File: src/rtl/acca_pkg.sv
// rtl/acca_pkg.sv - shared types and constants for the sequential ACCA multiplier controller
package acca_pkg;

  typedef enum logic [2:0] {
    S_IDLE = 3'd0,
    S_LL   = 3'd1,
    S_LH   = 3'd2,
    S_HL   = 3'd3,
    S_HH   = 3'd4,
    S_DONE = 3'd5
  } state_t;

  localparam int Q_LL = 0;
  localparam int Q_LH = 1;
  localparam int Q_HL = 2;
  localparam int Q_HH = 3;

  localparam logic [3:0] SH_LL = 4'd0;
  localparam logic [3:0] SH_LH = 4'd4;
  localparam logic [3:0] SH_HL = 4'd4;
  localparam logic [3:0] SH_HH = 4'd8;

  localparam logic [7:0] AP_MASK = 8'hFC;

  function automatic state_t quad_state(input int q);
    case (q)
      Q_LL:    return S_LL;
      Q_LH:    return S_LH;
      Q_HL:    return S_HL;
      Q_HH:    return S_HH;
      default: return S_DONE;
    endcase
  endfunction

  // First quadrant at or after index 'first' that is not skipped, else DONE.
  function automatic state_t next_quad(input logic [3:0] skip, input int first);
    state_t r;
    r = S_DONE;
    for (int i = 3; i >= 0; i--) begin
      if (i >= first && !skip[i]) r = quad_state(i);
    end
    return r;
  endfunction

endpackage

File: src/rtl/ap_q4.sv
// rtl/ap_q4.sv - shared 4x4 partial-product unit with optional low-bit truncation
module ap_q4
  import acca_pkg::*;
(
  input  logic [3:0] i_x,
  input  logic [3:0] i_y,
  input  logic       i_approx_en,
  output logic [7:0] o_pp
);

  logic [7:0] w_exact;

  assign w_exact = {4'd0, i_x} * {4'd0, i_y};
  assign o_pp    = i_approx_en ? (w_exact & AP_MASK) : w_exact;

endmodule

File: src/rtl/acca_seq_ctrl.sv
// rtl/acca_seq_ctrl.sv - sequential 8x8 approximate multiplier, one quadrant per cycle
module acca_seq_ctrl
  import acca_pkg::*;
#(
  parameter int SKIP_ZERO = 1,
  parameter int CNT_W     = 16
) (
  input  logic             clk,
  input  logic             rst,
  input  logic             in_valid,
  output logic             in_ready,
  input  logic [7:0]       a,
  input  logic [7:0]       b,
  input  logic [3:0]       cfg,
  output logic             out_valid,
  input  logic             out_ready,
  output logic [15:0]      prod,
  output logic             busy,
  output logic [CNT_W-1:0] op_count
);

  state_t           r_state;
  state_t           w_state_nxt;
  logic [7:0]       r_a;
  logic [7:0]       r_b;
  logic [3:0]       r_cfg;
  logic [3:0]       r_skip;
  logic [15:0]      r_acc;
  logic [CNT_W-1:0] r_cnt;

  logic [3:0]       w_skip_in;
  logic [3:0]       w_x;
  logic [3:0]       w_y;
  logic [3:0]       w_sh;
  logic             w_approx;
  logic             w_compute;
  logic [7:0]       w_pp;
  logic             w_accept;
  logic             w_consume;

  // A zero nibble on either side makes that quadrant's product zero, so it is skipped.
  assign w_skip_in = (SKIP_ZERO != 0) ?
                     {(a[7:4] == 4'd0) || (b[7:4] == 4'd0),
                      (a[7:4] == 4'd0) || (b[3:0] == 4'd0),
                      (a[3:0] == 4'd0) || (b[7:4] == 4'd0),
                      (a[3:0] == 4'd0) || (b[3:0] == 4'd0)} : 4'b0000;

  assign in_ready  = (r_state == S_IDLE);
  assign busy      = (r_state != S_IDLE);
  assign out_valid = (r_state == S_DONE);
  assign prod      = out_valid ? r_acc : 16'd0;
  assign op_count  = r_cnt;
  assign w_accept  = in_valid && in_ready;
  assign w_consume = out_valid && out_ready;

  always_comb begin
    w_x       = r_a[3:0];
    w_y       = r_b[3:0];
    w_sh      = SH_LL;
    w_approx  = r_cfg[Q_LL];
    w_compute = 1'b0;
    case (r_state)
      S_LL: begin
        w_compute = 1'b1;
      end
      S_LH: begin
        w_y       = r_b[7:4];
        w_sh      = SH_LH;
        w_approx  = r_cfg[Q_LH];
        w_compute = 1'b1;
      end
      S_HL: begin
        w_x       = r_a[7:4];
        w_sh      = SH_HL;
        w_approx  = r_cfg[Q_HL];
        w_compute = 1'b1;
      end
      S_HH: begin
        w_x       = r_a[7:4];
        w_y       = r_b[7:4];
        w_sh      = SH_HH;
        w_approx  = r_cfg[Q_HH];
        w_compute = 1'b1;
      end
      default: begin
        w_compute = 1'b0;
      end
    endcase
  end

  ap_q4 u_ap_q4 (
    .i_x         (w_x),
    .i_y         (w_y),
    .i_approx_en (w_approx),
    .o_pp        (w_pp)
  );

  always_comb begin
    w_state_nxt = r_state;
    case (r_state)
      S_IDLE:  if (in_valid) w_state_nxt = next_quad(w_skip_in, Q_LL);
      S_LL:    w_state_nxt = next_quad(r_skip, Q_LH);
      S_LH:    w_state_nxt = next_quad(r_skip, Q_HL);
      S_HL:    w_state_nxt = next_quad(r_skip, Q_HH);
      S_HH:    w_state_nxt = S_DONE;
      S_DONE:  if (out_ready) w_state_nxt = S_IDLE;
      default: w_state_nxt = S_IDLE;
    endcase
  end

  always_ff @(posedge clk) begin
    if (rst) r_state <= S_IDLE;
    else     r_state <= w_state_nxt;
  end

  always_ff @(posedge clk) begin
    if (rst) begin
      r_a    <= 8'd0;
      r_b    <= 8'd0;
      r_cfg  <= 4'd0;
      r_skip <= 4'd0;
      r_acc  <= 16'd0;
      r_cnt  <= '0;
    end else begin
      if (w_accept) begin
        r_a    <= a;
        r_b    <= b;
        r_cfg  <= cfg;
        r_skip <= w_skip_in;
        r_acc  <= 16'd0;
      end else if (w_compute) begin
        r_acc  <= r_acc + ({8'd0, w_pp} << w_sh);
      end
      if (w_consume) r_cnt <= r_cnt + {{(CNT_W-1){1'b0}}, 1'b1};
    end
  end

endmodule
File: config.mk
export PLATFORM = sky130hd
export DESIGN_NAME = acca_seq_ctrl
export DESIGN_NICKNAME = d
export VERILOG_FILES = /design/src/rtl/acca_pkg.sv /design/src/rtl/ap_q4.sv /design/src/rtl/acca_seq_ctrl.sv
export SDC_FILE = /design/constraint.sdc
export NUM_CORES = 1
export LEC_CHECK = 0
export CORE_MARGIN = 3
export CORE_UTILIZATION = 35
export DETAILED_ROUTE_END_ITERATION = 16
export PLACE_DENSITY = 0.58
export SYNTH_ARGS = -nofsm -noshare
export SYNTH_HDL_FRONTEND = slang
export SYNTH_SLANG_ARGS = --single-unit
File: constraint.sdc
create_clock -name clk -period 6.3 [get_ports clk]
set_input_delay 1.26 -clock clk [delete_from_list [all_inputs] [get_ports clk]]
set_output_delay 1.26 -clock clk [all_outputs]
set_load 0.01 [all_outputs]
# --- Yosys cells after proc, flatten, opt, wreduce, memory -nomap -nowiden ---
# Index checks and enable logic that the tools add are counted.
op_classes:
  add_sub_neg: 2
  n_mul: 1
  n_eq_ne: 7
  shift: 1
  mux: 17
  reduce_logical: 18
ops:
  columns: ["cell", "count"]
  rows:
  - ["3-bit 2-to-1 mux", 7]
  - ["3-bit one-hot mux with 6 select lines", 1]
  - ["16-bit by 1-bit adder with 16-bit output, second input constant", 1]
  - ["16-bit adder", 1]
  - ["4-bit zero test", 4]
  - ["16-bit 2-to-1 mux", 1]
  - ["8-bit by 4-bit << shifter with 16-bit output", 1]
  - ["4-bit by 4-bit multiplier with 8-bit output", 1]
  - ["4-bit 2-to-1 mux", 2]
  - ["4-bit one-hot mux with 2 select lines", 1]
  - ["2-bit OR reduction", 4]
  - ["3-bit by 2-bit == test with 1-bit output, second input constant", 2]
  - ["3-bit == test, second input constant", 2]
  - ["1-bit logical OR", 4]
  - ["4-bit OR reduction", 1]
  - ["3-bit by 1-bit == test with 1-bit output, second input constant", 1]
  - ["3-bit zero test", 1]
  - ["1-bit 2-to-1 mux", 3]
  - ["1-bit one-hot mux with 3 select lines", 1]
  - ["3-bit nonzero test", 1]
  - ["1-bit logical AND", 2]
  - ["2-bit 2-to-1 mux", 1]
  - ["2-bit by 1-bit inequality test with 1-bit output, second input constant", 1]
  - ["2-bit inequality test, second input constant", 1]
  - ["2-bit AND reduction", 1]
word_totals:
  reg_bits: 59
  inputBits: 24
  elab_cells: 53

# --- Longest topological paths before layout ---
depth:
  word_depth: 8
  depth_mapped: 25
  mapped_depth_nobuf: 24

# --- Modules after synthesis ---
# A second synthesis with hierarchy kept.
hier_totals:
  cells_unflattened: 541
  area_unflattened_um2: 4041.4
by_module_without_submodules:
  columns: ["module", "instances", "cells_per_inst", "area_each_um2"]
  rows:
  - ["acca_seq_ctrl", 1, 488, 3584.7]
  - ["ap_q4", 1, 53, 456.7]

# --- Least setup slack after synthesis ---
# No wires, ideal clock.
synth_path:
  path_kind: "register to register"
  start: "register r_state[1]"
  end: "register r_acc[15]"
  t_arrival_ns: 5.197
  setup_slack_ns: 1.031
  path_stages_with_launch: 23
  n_path_buf: 2
  cell_sequence: "dfxtp_1 buf_2 clkbuf_1 nor3_1 o21ai_0 o311ai_0 or2_2 fa_1 inv_1 fa_1 inv_1 fa_1 xor2_1 mux2_4 nor2_2 ha_1 a21o_1 a21oi_1 a21oi_1 a21oi_1 o21ai_0 mux2i_1 mux2i_1"
synth_between:
  elab_chain_len: 7
  word_cells_on_any_way: 20
  classes_between: "add/sub (1); mul (1); eq/ne (4); shift (1); mux (6); reduce/logical (7)"
synth_lines:
  columns: ["element", "line_no", "rtl"]
  rows:
  - ["start, declared", "acca_seq_ctrl.sv:22", "state_t r_state;"]
  - ["start signal, assigned", "acca_seq_ctrl.sv:113", "else r_state <= w_state_nxt;"]
  - ["3-bit by 2-bit == test with 1-bit output / 3-bit == test (equally long branches)", "acca_seq_ctrl.sv:62", "case (r_state)"]
  - ["2-bit OR reduction (no source line)", null, null]
  - ["4-bit 2-to-1 mux", "acca_seq_ctrl.sv:62", null]
  - ["4-bit by 4-bit multiplier with 8-bit output", "ap_q4.sv:13", "assign w_exact = {4'd0, i_x} * {4'd0, i_y};"]
  - ["2-bit 2-to-1 mux", "ap_q4.sv:14", "assign o_pp = i_approx_en ? (w_exact & AP_MASK) : w_exact;"]
  - ["8-bit by 4-bit << shifter with 16-bit output", "acca_seq_ctrl.sv:132", "r_acc <= r_acc + ({8'd0, w_pp} << w_sh);"]
  - ["16-bit adder", "acca_seq_ctrl.sv:132", null]
  - ["end signal, assigned", "acca_seq_ctrl.sv:132", null]
  - ["end, declared", "acca_seq_ctrl.sv:28", "logic [15:0] r_acc;"]
# Parallel ways exist; a longest one is shown, timed or not.
# A chain may end at the register's enable or synchronous reset.

# --- Final worst setup path ---
# Same ends and word-level chain as after synthesis.

==> metrics <==
status finished clean; min-delay worst type reg -> reg; Post-Route WL 10000 um; Adder-Cell Fraction of Synth Area 11.6%; maximum VDD drop 0.000277 V; Synth async-reset ratio 0%; area growth from synthesis to layout 22.5%; Avg Cell Area, Syn 7.53 um^2; first-pass GRT wire length 17100 um; Total Routing Usage GR 16.5%; CP required 6570 ps; CTS tree done; clk_skew 14.5 ps; Hold Vio Cnt, Final 0; vias in the first global route 3541; Worst-Margin Slew 1130 ps; Die Height 111 um; fin crit share 90.5%; multiplexer share of the synthesized area 2.44%; drt drc 0; Final Max Tran Viols 0; Core Rows 37; Final HPWL DP 7600 um; Worst setup SP type flop; vias per cell 5.11; clk sinks 58; Initial Util 36.9%; Yosys reg bits 58; total gr overflow 0; Post-synth EDFFs 0; final setup fails 0; hold path cells 2; Root Driver clkbuf_8; most common cell after layout, fill and taps aside nand2_1; clock latency on the worst-skew pair 340 ps; Top FF cell, synth dfxtp_1; synth warn 0; Core ar. 10600 um^2; Static Leak 1.89 nW; layout cells sized above 1 4.89%; fillers 1087; via count 3626; die area 12400 um^2; RSZ-0062 raised after global routing false; sequential cell area fraction in the yosys report 29.8%; Mapped Nets 574; clock slew at reported path FFs 70 ps; Starting DRT DRC Count 163; NumNets Final 626; largest net degree at the start of global routing 46; WHS 461 ps; die extent in x 111 um; FF-to-FF Start r_state[1]; worst-path fanout max 19; synthesized area 3890 um^2; # IOs 59; Antenna Diode Count 0; Max-slew headroom 24.2%; per-cell routed wire length 14.1 um; beginning of the critical path r_state[1]; post-synthesis simple-gate area fraction 28.0%; port bufs 58; most frequent cells in the layout nand2_1 (90), clkdlybuf4s50_1 (58), dfxtp_1 (58), a21oi_1 (56), nor2_1 (53); Setup TNS 0 ps; count of cell types in the netlist 52; Fmax achieved 175 MHz; Inserted Clock Buffers 9; PwrDens 316 nW/um^2; DRT antenna net count 0; arrival time worst endpoint 5970 ps; CTS Hold Bufs 0; crit path capture type flop; largest family of logic cells by synthesized area simple AND/OR/NAND/NOR gates; Period minus WS final 5700 ps; CTS H-tree lvls 3; max-cap viol count 0; compound-gate portion of the synthesized area 17.9%; crit path kind reg -> reg; Clock Path Buffers 2; gpl congestion 0.882; initial antenna violation count 0; Final Power 1.51 mW; Post-Synth XOR/XNOR Area 6.30%; R2R depth 24; First-pass DRT Iterations 4; hold path startpoint r_a[7]; post-synthesis cell count 517
cells by family after synthesis:
family,count (synthesis)
adders and majority gates,33
buffers and inverters,37
AOI/OAI and AO/OA,116
xor gates and xnor gates,28
muxes,9
and+or+nand+nor,236
DFF,58
cell type report:
cell class | instances | area (um^2) | area share, %
multi-input combinational | 422 | 2580 | 54.1
inverter | 15 | 56.3 | 1.18
clock inverter | 5 | 56.3 | 1.18
timing repair buffer | 63 | 618 | 13.0
clock buffer | 10 | 128 | 2.67
tap | 136 | 170 | 3.57
sequential | 58 | 1160 | 24.3
flip-flops by register name (all words and copies together), names as in the netlist:
register / flops
r_b: 8
op_count: 16
r_cfg: 4
r_acc: 16
r_skip: 3
r_a: 8
r_state: 3
routing by layer:
| layer | vias to the layer above | wire [um] | GRT usage, % | share of wire [%] |
|---|---|---|---|---|
| li1 | 1884 | - | - | - |
| met1 | 1653 | 4660 | 21.5 | 47 |
| met2 | 78 | 4710 | 28.4 | 47 |
| met3 | 11 | 508 | 2.50 | 5.1 |
| met4 | 0 | 140 | 4.70 | 1.4 |
| met5 | - | 0 | 0 | 0 |
report_power, final:
part / switching, mW / internal (mW)
combinational: 0.430 / 0.251
sequential: 0.0672 / 0.421
clock: 0.157 / 0.180
path summary, 6_finish.rpt:
path	to	slack, ps
setup / recovery	r_acc[15]	600
hold reg to reg	r_a[7]	460
hold / removal	r_a[7]	460
setup reg to reg	r_acc[15]	600
cell usage after synthesis, drive strengths merged, types with 5 or more instances:
| library cell | n | share of area [%] |
|---|---|---|
| a211oi | 5 | 0.96 |
| a21o | 5 | 0.96 |
| a21oi | 58 | 7.7 |
| and2 | 20 | 3.2 |
| and3 | 5 | 0.80 |
| buf | 8 | 1.2 |
| clkbuf | 14 | 1.3 |
| dfxtp | 58 | 30 |
| fa | 5 | 2.6 |
| ha | 28 | 9.0 |
| inv | 15 | 1.4 |
| mux2i | 8 | 2.1 |
| nand2 | 90 | 8.7 |
| nand2b | 7 | 1.1 |
| nand3 | 18 | 2.3 |
| nor2 | 55 | 5.4 |
| nor2b | 7 | 1.1 |
| nor3 | 13 | 1.7 |
| nor4 | 6 | 1.1 |
| o21ai | 20 | 2.6 |
| o22ai | 6 | 0.96 |
| xnor2 | 14 | 3.1 |
| xor2 | 14 | 3.1 |
critical path, stage by stage, from the launching register on:
cell,delay [ps]
dfxtp_1,420
buf_4,240
nand2b_1,250
a21oi_4,310
mux2i_1,180
or2_2,340
fa_1,530
inv_1,50
fa_1,560
inv_1,60
fa_1,450
inv_1,80
a21o_1,110
a21oi_1,70
xnor2_1,230
nand2_1,90
a21oi_1,180
ha_1,220
o21a_1,140
o21ai_0,70
a21oi_1,280
a21oi_2,140
o21ai_0,220
mux2i_1,240
mux2i_1,190
per-stage QoR:
stage               instances  worst slack, ps  area, um^2  utilization, %
floorplan                 517             1030        3890               -
global placement          694              722        4580            43.4
detailed placement        694              563        4580            43.4
CTS                       709              548        4770            45.2
global route              709             38.8        4770            45.2
finish                    709              600        4770            45.2
what timing repair did:
item	CTS	global route
setup endpoints to repair	0	1
buffers inserted	0	0
gates resized for setup	0	1
(Power assumes the default switching activity.)
